[src/rtl/serial_addsub_pkg.sv]
// Shared types and constants for the bit-serial adder/subtractor.
`timescale 1ns/1ps
package serial_addsub_pkg;

    typedef enum logic [1:0] {
        IDLE = 2'd0,
        RUN  = 2'd1,
        DONE = 2'd2
    } state_t;

    // Values of a_ns selecting the operation
    localparam logic ADD = 1'b1;
    localparam logic SUB = 1'b0;

endpackage

[src/rtl/serial_addsub_fas.sv]
// One-bit full adder/subtractor cell.
// a_ns = 1 adds a, a_ns = 0 adds ~a (the +1 of a subtract arrives through cin).
// The delay parameters describe the gate path used for clock budgeting;
// the logic itself is modelled with zero delay.
`timescale 1ns/1ps
module serial_addsub_fas #(
    parameter int nand_tpd = 1,
    parameter int or_tpd   = 1,
    parameter int xnor_tpd = 1
) (
    input  logic a,
    input  logic b,
    input  logic cin,
    input  logic a_ns,
    output logic s,
    output logic cout
);

    logic a_eff;
    logic prop;
    logic gen_n;
    logic prop_n;

    if (nand_tpd < 0 || or_tpd < 0 || xnor_tpd < 0) begin : g_bad_tpd
        $error("serial_addsub_fas: gate delays must be non-negative");
    end

    assign a_eff  = ~(a ^ a_ns);
    assign prop   = a_eff ^ b;
    assign s      = prop ^ cin;
    assign gen_n  = ~(a_eff & b);
    assign prop_n = ~(prop & cin);
    assign cout   = ~(gen_n & prop_n);

endmodule

[src/rtl/serial_addsub.sv]
// Bit-serial WIDTH-bit adder/subtractor: feeds one fas cell LSB-first,
// one bit per clock, and collects the sum bits into a result register.
`timescale 1ns/1ps
module serial_addsub
    import serial_addsub_pkg::*;
#(
    parameter int WIDTH    = 8,
    parameter int NAND_TPD = 1,
    parameter int OR_TPD   = 1,
    parameter int XNOR_TPD = 1
) (
    input  logic             clk,
    input  logic             rst_n,
    input  logic             start,
    input  logic [WIDTH-1:0] a_in,
    input  logic [WIDTH-1:0] b_in,
    input  logic             a_ns_in,
    output logic             busy,
    output logic             done,
    output logic [WIDTH-1:0] result,
    output logic             carry_out,
    output logic             overflow
);

    localparam int CNT_W = $clog2(WIDTH);
    localparam logic [CNT_W-1:0] LAST_BIT = CNT_W'(WIDTH - 1);

    if (WIDTH < 2) begin : g_bad_width
        $error("serial_addsub: WIDTH must be at least 2");
    end

    state_t           state;
    state_t           state_nxt;
    logic             accept;
    logic [WIDTH-1:0] a_sh;
    logic [WIDTH-1:0] b_sh;
    logic [WIDTH-1:0] res_sh;
    logic [CNT_W-1:0] bit_cnt;
    logic             carry_reg;
    logic             op_reg;
    logic             fas_s;
    logic             fas_cout;

    serial_addsub_fas #(
        .nand_tpd (NAND_TPD),
        .or_tpd   (OR_TPD),
        .xnor_tpd (XNOR_TPD)
    ) u_fas (
        .a    (a_sh[0]),
        .b    (b_sh[0]),
        .cin  (carry_reg),
        .a_ns (op_reg),
        .s    (fas_s),
        .cout (fas_cout)
    );

    // State register
    always_ff @(posedge clk or negedge rst_n) begin
        if (!rst_n) begin
            state <= IDLE;
        end else begin
            state <= state_nxt;
        end
    end

    // Next state; a start in DONE is accepted so operations can run back-to-back
    always_comb begin
        state_nxt = state;
        accept    = 1'b0;
        case (state)
            IDLE: begin
                if (start) begin
                    accept    = 1'b1;
                    state_nxt = RUN;
                end
            end
            RUN: begin
                if (bit_cnt == LAST_BIT) begin
                    state_nxt = DONE;
                end
            end
            DONE: begin
                if (start) begin
                    accept    = 1'b1;
                    state_nxt = RUN;
                end else begin
                    state_nxt = IDLE;
                end
            end
            default: state_nxt = IDLE;
        endcase
    end

    assign busy   = (state == RUN);
    assign done   = (state == DONE);
    assign result = res_sh;

    // Operand capture, serial shifting, carry flop and final flag latch
    always_ff @(posedge clk or negedge rst_n) begin
        if (!rst_n) begin
            a_sh      <= '0;
            b_sh      <= '0;
            res_sh    <= '0;
            bit_cnt   <= '0;
            carry_reg <= 1'b0;
            op_reg    <= 1'b0;
            carry_out <= 1'b0;
            overflow  <= 1'b0;
        end else if (accept) begin
            a_sh      <= a_in;
            b_sh      <= b_in;
            op_reg    <= a_ns_in;
            carry_reg <= (a_ns_in == SUB);
            bit_cnt   <= '0;
        end else if (state == RUN) begin
            res_sh    <= {fas_s, res_sh[WIDTH-1:1]};
            carry_reg <= fas_cout;
            a_sh      <= a_sh >> 1;
            b_sh      <= b_sh >> 1;
            bit_cnt   <= bit_cnt + 1'b1;
            if (bit_cnt == LAST_BIT) begin
                carry_out <= fas_cout;
                overflow  <= carry_reg ^ fas_cout;
            end
        end
    end

endmodule

[config.mk]
export PLATFORM = sky130hd
export DESIGN_NAME = serial_addsub
export DESIGN_NICKNAME = d
export VERILOG_FILES = /design/src/rtl/serial_addsub_pkg.sv /design/src/rtl/serial_addsub_fas.sv /design/src/rtl/serial_addsub.sv
export SDC_FILE = /design/constraint.sdc
export NUM_CORES = 1
export LEC_CHECK = 0
export ABC_AREA = 1
export BUFFER_PORTS_ARGS = -buffer_cell sky130_fd_sc_hd__buf_2
export CAP_MARGIN = 20
export CORE_MARGIN = 8
export CORE_UTILIZATION = 53
export DETAILED_ROUTE_END_ITERATION = 8
export HOLD_SLACK_MARGIN = 0.08
export PLACE_DENSITY_LB_ADDON = 0.25
export SYNTH_ARGS = -nofsm -noshare
export SYNTH_HDL_FRONTEND = slang
export SYNTH_SLANG_ARGS = --single-unit
export TNS_END_PERCENT = 5
[constraint.sdc]
create_clock -name clk -period 1.4 [get_ports clk]
set_input_delay 0.07 -clock clk [delete_from_list [all_inputs] [get_ports clk]]
set_output_delay 0.07 -clock clk [all_outputs]
set_load 0.005 [all_outputs]
Word level (Yosys, flattened, before mapping)

Cells that the tools add are included.

Eq/ne operators: 5
Multipliers: 0
Div/mod/pow operators: 0
Order comparisons: 0
$add $sub $neg: 1
Reductions and logical operators: 6
Shift-type cells: 0
Mux-type cells: 14
Bitwise logic cells: 13

Operators by type and width:

| cell                  | number |
|---|---|
| $mux W8               | 4 |
| $mux W3               | 2 |
| $not A1 Y1            | 6 |
| $pmux W2 S3           | 1 |
| $mux W1               | 5 |
| $mux W2               | 2 |
| $reduce_and A2 Y1     | 2 |
| $xor A1 B1 Y1         | 4 |
| $add A3 B1 Y3 const B | 1 |
| $and A1 B1 Y1         | 3 |
| $eq A3 B3 Y1 const B  | 1 |
| $reduce_and A3 Y1     | 1 |
| $eq A2 B1 Y1 const B  | 1 |
| $eq A2 B2 Y1 const B  | 1 |
| $logic_not A2 Y1      | 1 |
| $ne A2 B1 Y1 const B  | 1 |
| $ne A2 B2 Y1 const B  | 1 |
| $reduce_bool A2 Y1    | 1 |
| $reduce_or A2 Y1      | 1 |

Latch bits: 0
Output and inout bits: 12
Input port bits: 20
Memories kept: 0
Memory bits (read-only): 0
Bits in registers: 33
Bits in writable memories: 0

Depth between registers and ports, before layout

Word-level depth: 9
Gate-level depth with buffers: 8
Mapped depth without buffers: 6

Hierarchy

Synthesis repeated with hierarchy kept, for this count alone.

Cell total of the unflattened synthesis: 208
Area total of the unflattened synthesis: 1587.8 um^2

Modules (own cells, without submodules):

| module            | cells an instance | area an instance (um^2) | times used |
|---|---|---|---|
| serial_addsub     | 198               | 1534.0                  | 1 |
| serial_addsub_fas | 10                | 53.8                    | 1 |

Least setup slack after synthesis

Ideal clock, no wire load.

Path type: register -> register
Start point: register op_reg
End point: register overflow
Slack: 129 ps
Arrival time: 1154 ps
Period minus slack after synthesis: 1271 ps
Stages on the path, launching flop included: 6
Path through: dfrtp_1 xor2_1 fa_1 xnor2_1 nand2_1 nand2_1

Cells in the longest elaborated chain, start to end: 8

RTL lines:

| element                | RTL line                | RTL |
|---|---|---|
| start, declared        | serial_addsub.sv:40     | `logic op_reg;` |
| start signal, assigned | serial_addsub.sv:112    | `op_reg <= a_ns_in;` |
| $xor A1 B1 Y1 *        | serial_addsub_fas.sv:28 | `assign a_eff = ~(a ^ a_ns);` |
| $not A1 Y1 *           | serial_addsub_fas.sv:28 |  |
| $xor A1 B1 Y1          | serial_addsub_fas.sv:29 | `assign prop = a_eff ^ b;` |
| $and A1 B1 Y1          | serial_addsub_fas.sv:32 | `assign prop_n = ~(prop & cin);` |
| $not A1 Y1             | serial_addsub_fas.sv:32 |  |
| $and A1 B1 Y1 *        | serial_addsub_fas.sv:33 | `assign cout = ~(gen_n & prop_n);` |
| $not A1 Y1 *           | serial_addsub_fas.sv:33 |  |
| $xor A1 B1 Y1 *        | serial_addsub.sv:123    | `overflow <= carry_reg ^ fas_cout;` |
| end signal, assigned   | serial_addsub.sv:123    |  |
| end, declared          | serial_addsub.sv:22     | `output logic overflow` |

Mark *: on every way between the ends. The rest lies on a longest branch, timed or not.
A chain may end at the register's enable or synchronous reset.

Final worst setup path

Start point: register state[0]
End point: output busy

Cells in the longest elaborated chain, start to end: 1

RTL lines:

| element                | RTL line            | RTL |
|---|---|---|
| start, declared        | serial_addsub.sv:32 | `state_t state;` |
| start signal, assigned | serial_addsub.sv:62 | `state <= state_nxt;` |
| $eq A2 B1 Y1           | serial_addsub.sv:94 | `assign busy = (state == RUN);` |
| end, declared          | serial_addsub.sv:18 | `output logic busy,` |

Every way passes these cells.

==> flow_summary.yaml <==
sta:
  final_max_slew_viol_count: 0
  tns_ps: 0
  min_period_ps: 1300
  tightestPinTransition_ps: 416
  hold_viol: 0
  timing.final.ws_setup_ps: 95.2
  setup_viol: 0
  max_freq_mhz: 766
  relSlewSlack_pct: 72.3
  min_period_over_period_pct: 93.2
  fin_skew_ps: 10.1
  rsz0062_at_grt: "no"
critical_path:
  rr_startpoint: "op_reg"
  path_class: "register to output port"
  critPathCaptureType: "output port"
  ff2ff_setup_slack_ps: 100
  crit_required_ps: 1330
  cp_slowest_cell: "dfrtp_1"
  cp.arrival_ps: 1230
  crit_buf_inv: 3
  start_kind: "register"
  reg2reg_depth: 3
  crit_chain: "inv_2, nor2_2, buf_4, buf_2"
  reg2reg_to: "result[7]"
  critPathMaxStageDelay_ps: 420
  crit_fanout: 8
  crit_family: "buffers and inverters"
final_layout:
  drive_gt1_share_pct: 21.1
  ff_latch_area_um2: 826
  multiInputGateArea_um2: 589
  diodes: 0
  fillers: 207
  area_growth_pct: 32.4
  fin_area_um2: 2070
  fin_nets: 283
pwr:
  internal-power_mw: 2.63
  fin_total_pwr_mw: 4.31
  comb_power_share_pct: 44.6
  peakVddDrop_v: 0.00157
  power.density_nw_per_um2: 2080
  power_frac_seq_pct: 38.1
  swShare_pct: 38.8
  clkPwrFrac_pct: 17.3
  p_switching_mw: 1.67
  power.leakage_nw: 1.19
worst_hold_path:
  hold_path_depth: 4
  hold_start: "start"
  min_to: "a_sh[5]"
  hold_class: "primary input to register"
routing:
  first_iter_violations: 64
  finalWirelength_um: 3500
  remaining_drc_errors: 0
  wire_per_inst_um: 12.0
  viasPerCell: 4.90
  num_vias: 1431
  detail-route-antenna-nets: 0
  first_pass_iters: 6
run_status:
  status: "finished, final reports clean"
yosys:
  syn_nets: 224
  ys_warn_count: 0
  syn_area_um2: 1570
  synth.most_common_cell: "nand2_1"
  synth_edf_count: 0
  synth.top_cell.area_share_pct: 52.7
  syn-mean-instance-area_um2: 7.79
  ys.flop_type: "dfrtp_1"
  netlist_instances: 201
  ys_types: 17
  synthTopCellsByCount: "86 x nand2_1, 33 x dfrtp_1, 27 x inv_1"
  ys_seq_area_share_pct: 52.7
  yosysTopAreaCell: "dfrtp_1"
  ys_ff_latch: 33
  synth_area_leaders: "dfrtp_1 53%, nand2_1 21%, inv_1 6.5%"
  synthArstFlopShare_pct: 100
place:
  pre_cts_ws_ps: 75.8
  portBuffers: 31
  dpl.hpwl_um: 2310
  dpl_cell_area_um2: 1800
  place.gp.congestion: 0.778
global_route:
  antenna_found_initial: 0
  grt_pass1_vias: 1466
  grt_usage_pct: 14.8
  grt_max_degree: 18
  grt_pass1_wl_um: 6060
  grt_overflow: 0
floorplan:
  fp.coreArea_um2: 2780
  die_h_um: 70.4
  initial_core_util_pct: 56.3
  dieArea_um2: 4950
  io_pins: 32
  row_count: 19
  die_x_um: 70.4
clocking:
  numCtsBuffers: 5
  clk-insertion-delay-late_ps: 340
  cts.sinks: 33
  cts_max_level: 2
  cts_tree: "done"
  path_clk_slew_ps: 100
  root_buffer: "clkbuf_4"
  cts_buffer_depth: 2
flow_run:
  maxCapViolCount: 0
-- power groups by stage --
stage	combinational, mW	sequential [mW]	clock [mW]
floorplan	1.28	1.63	0
global placement	1.78	1.64	0
detailed placement	1.85	1.66	0
CTS	1.91	1.64	0.763
global route	2.25	1.70	0.802
finish	1.92	1.64	0.747
-- metal layers --
metal  GRT usage [%]  wire, µm  up-vias
met2            24.7      1690       38
met1            15.7      1520      665
met3            5.79       236        6
met5               0         0        -
met4            7.59        54        0
li1                -         -      722
-- through the flow --
| stage | util, % | instances | hold WS, ps |
|---|---|---|---|
| 4_1_cts | 74.4 | 292 | 114 |
| 6_report | 74.6 | 292 | 124 |
| 3_3_place_gp | 64.6 | 265 | 26.7 |
| 3_5_place_dp | 64.6 | 265 | 19.0 |
| 2_1_floorplan | - | 201 | -226 |
| 5_1_grt | 74.6 | 292 | 135 |
-- worst min-delay path: stages --
cell	delay, ps
buf_2	150
nand3_1	90
nand3_1	70
nand2_1	50
-- worst max-delay path by stage --
| stage | from | to | slack, ps | cells after the start |
|---|---|---|---|---|
| 2_1_floorplan | op_reg | overflow | 130 | 5 |
| 3_3_place_gp | op_reg | overflow | 100 | 5 |
| 3_5_place_dp | op_reg | overflow | 80 | 5 |
| 4_1_cts | op_reg | overflow | 50 | 5 |
| 5_1_grt | op_reg | overflow | 20 | 5 |
| 6_report | state[0] | busy | 100 | 4 |
-- timing repair --
action	CTS	global route
setup endpoints to repair	1	2
endpoints found under the hold margin	51	0
hold buffers	18	0
setup buffers	1	0
gates resized for setup	0	2
-- kinds of logic after synthesis --
family	count (synthesis)	synth area share [%]
AND/OR/NAND/NOR	115	29.8
buffers and inverters	37	9.98
flip-flops	33	52.7
AO/OA/AOI/OAI	11	3.51
adder cells (fa/ha/maj)	3	2.88
XOR/XNOR	2	1.12
-- placed cells by master (no fill, tap or decap), drive strengths merged, types with 2 or more instances in the layout --
cell type	n
dlygate4sd3	18
ha	2
nor2	7
inv	30
clkbuf	7
nand3	20
dfrtp	33
o21ai	10
buf	41
nand2	88
-- layout make-up --
class,instances,area share [%]
timing repair buffer,59,20.4
clock inverter,1,1.45
clock buffer,7,2.65
tap,31,1.87
inverter,30,5.43
sequential,33,39.8
multi-input combinational,131,28.4
No activity file was read; power rests on OpenSTA's default activity.
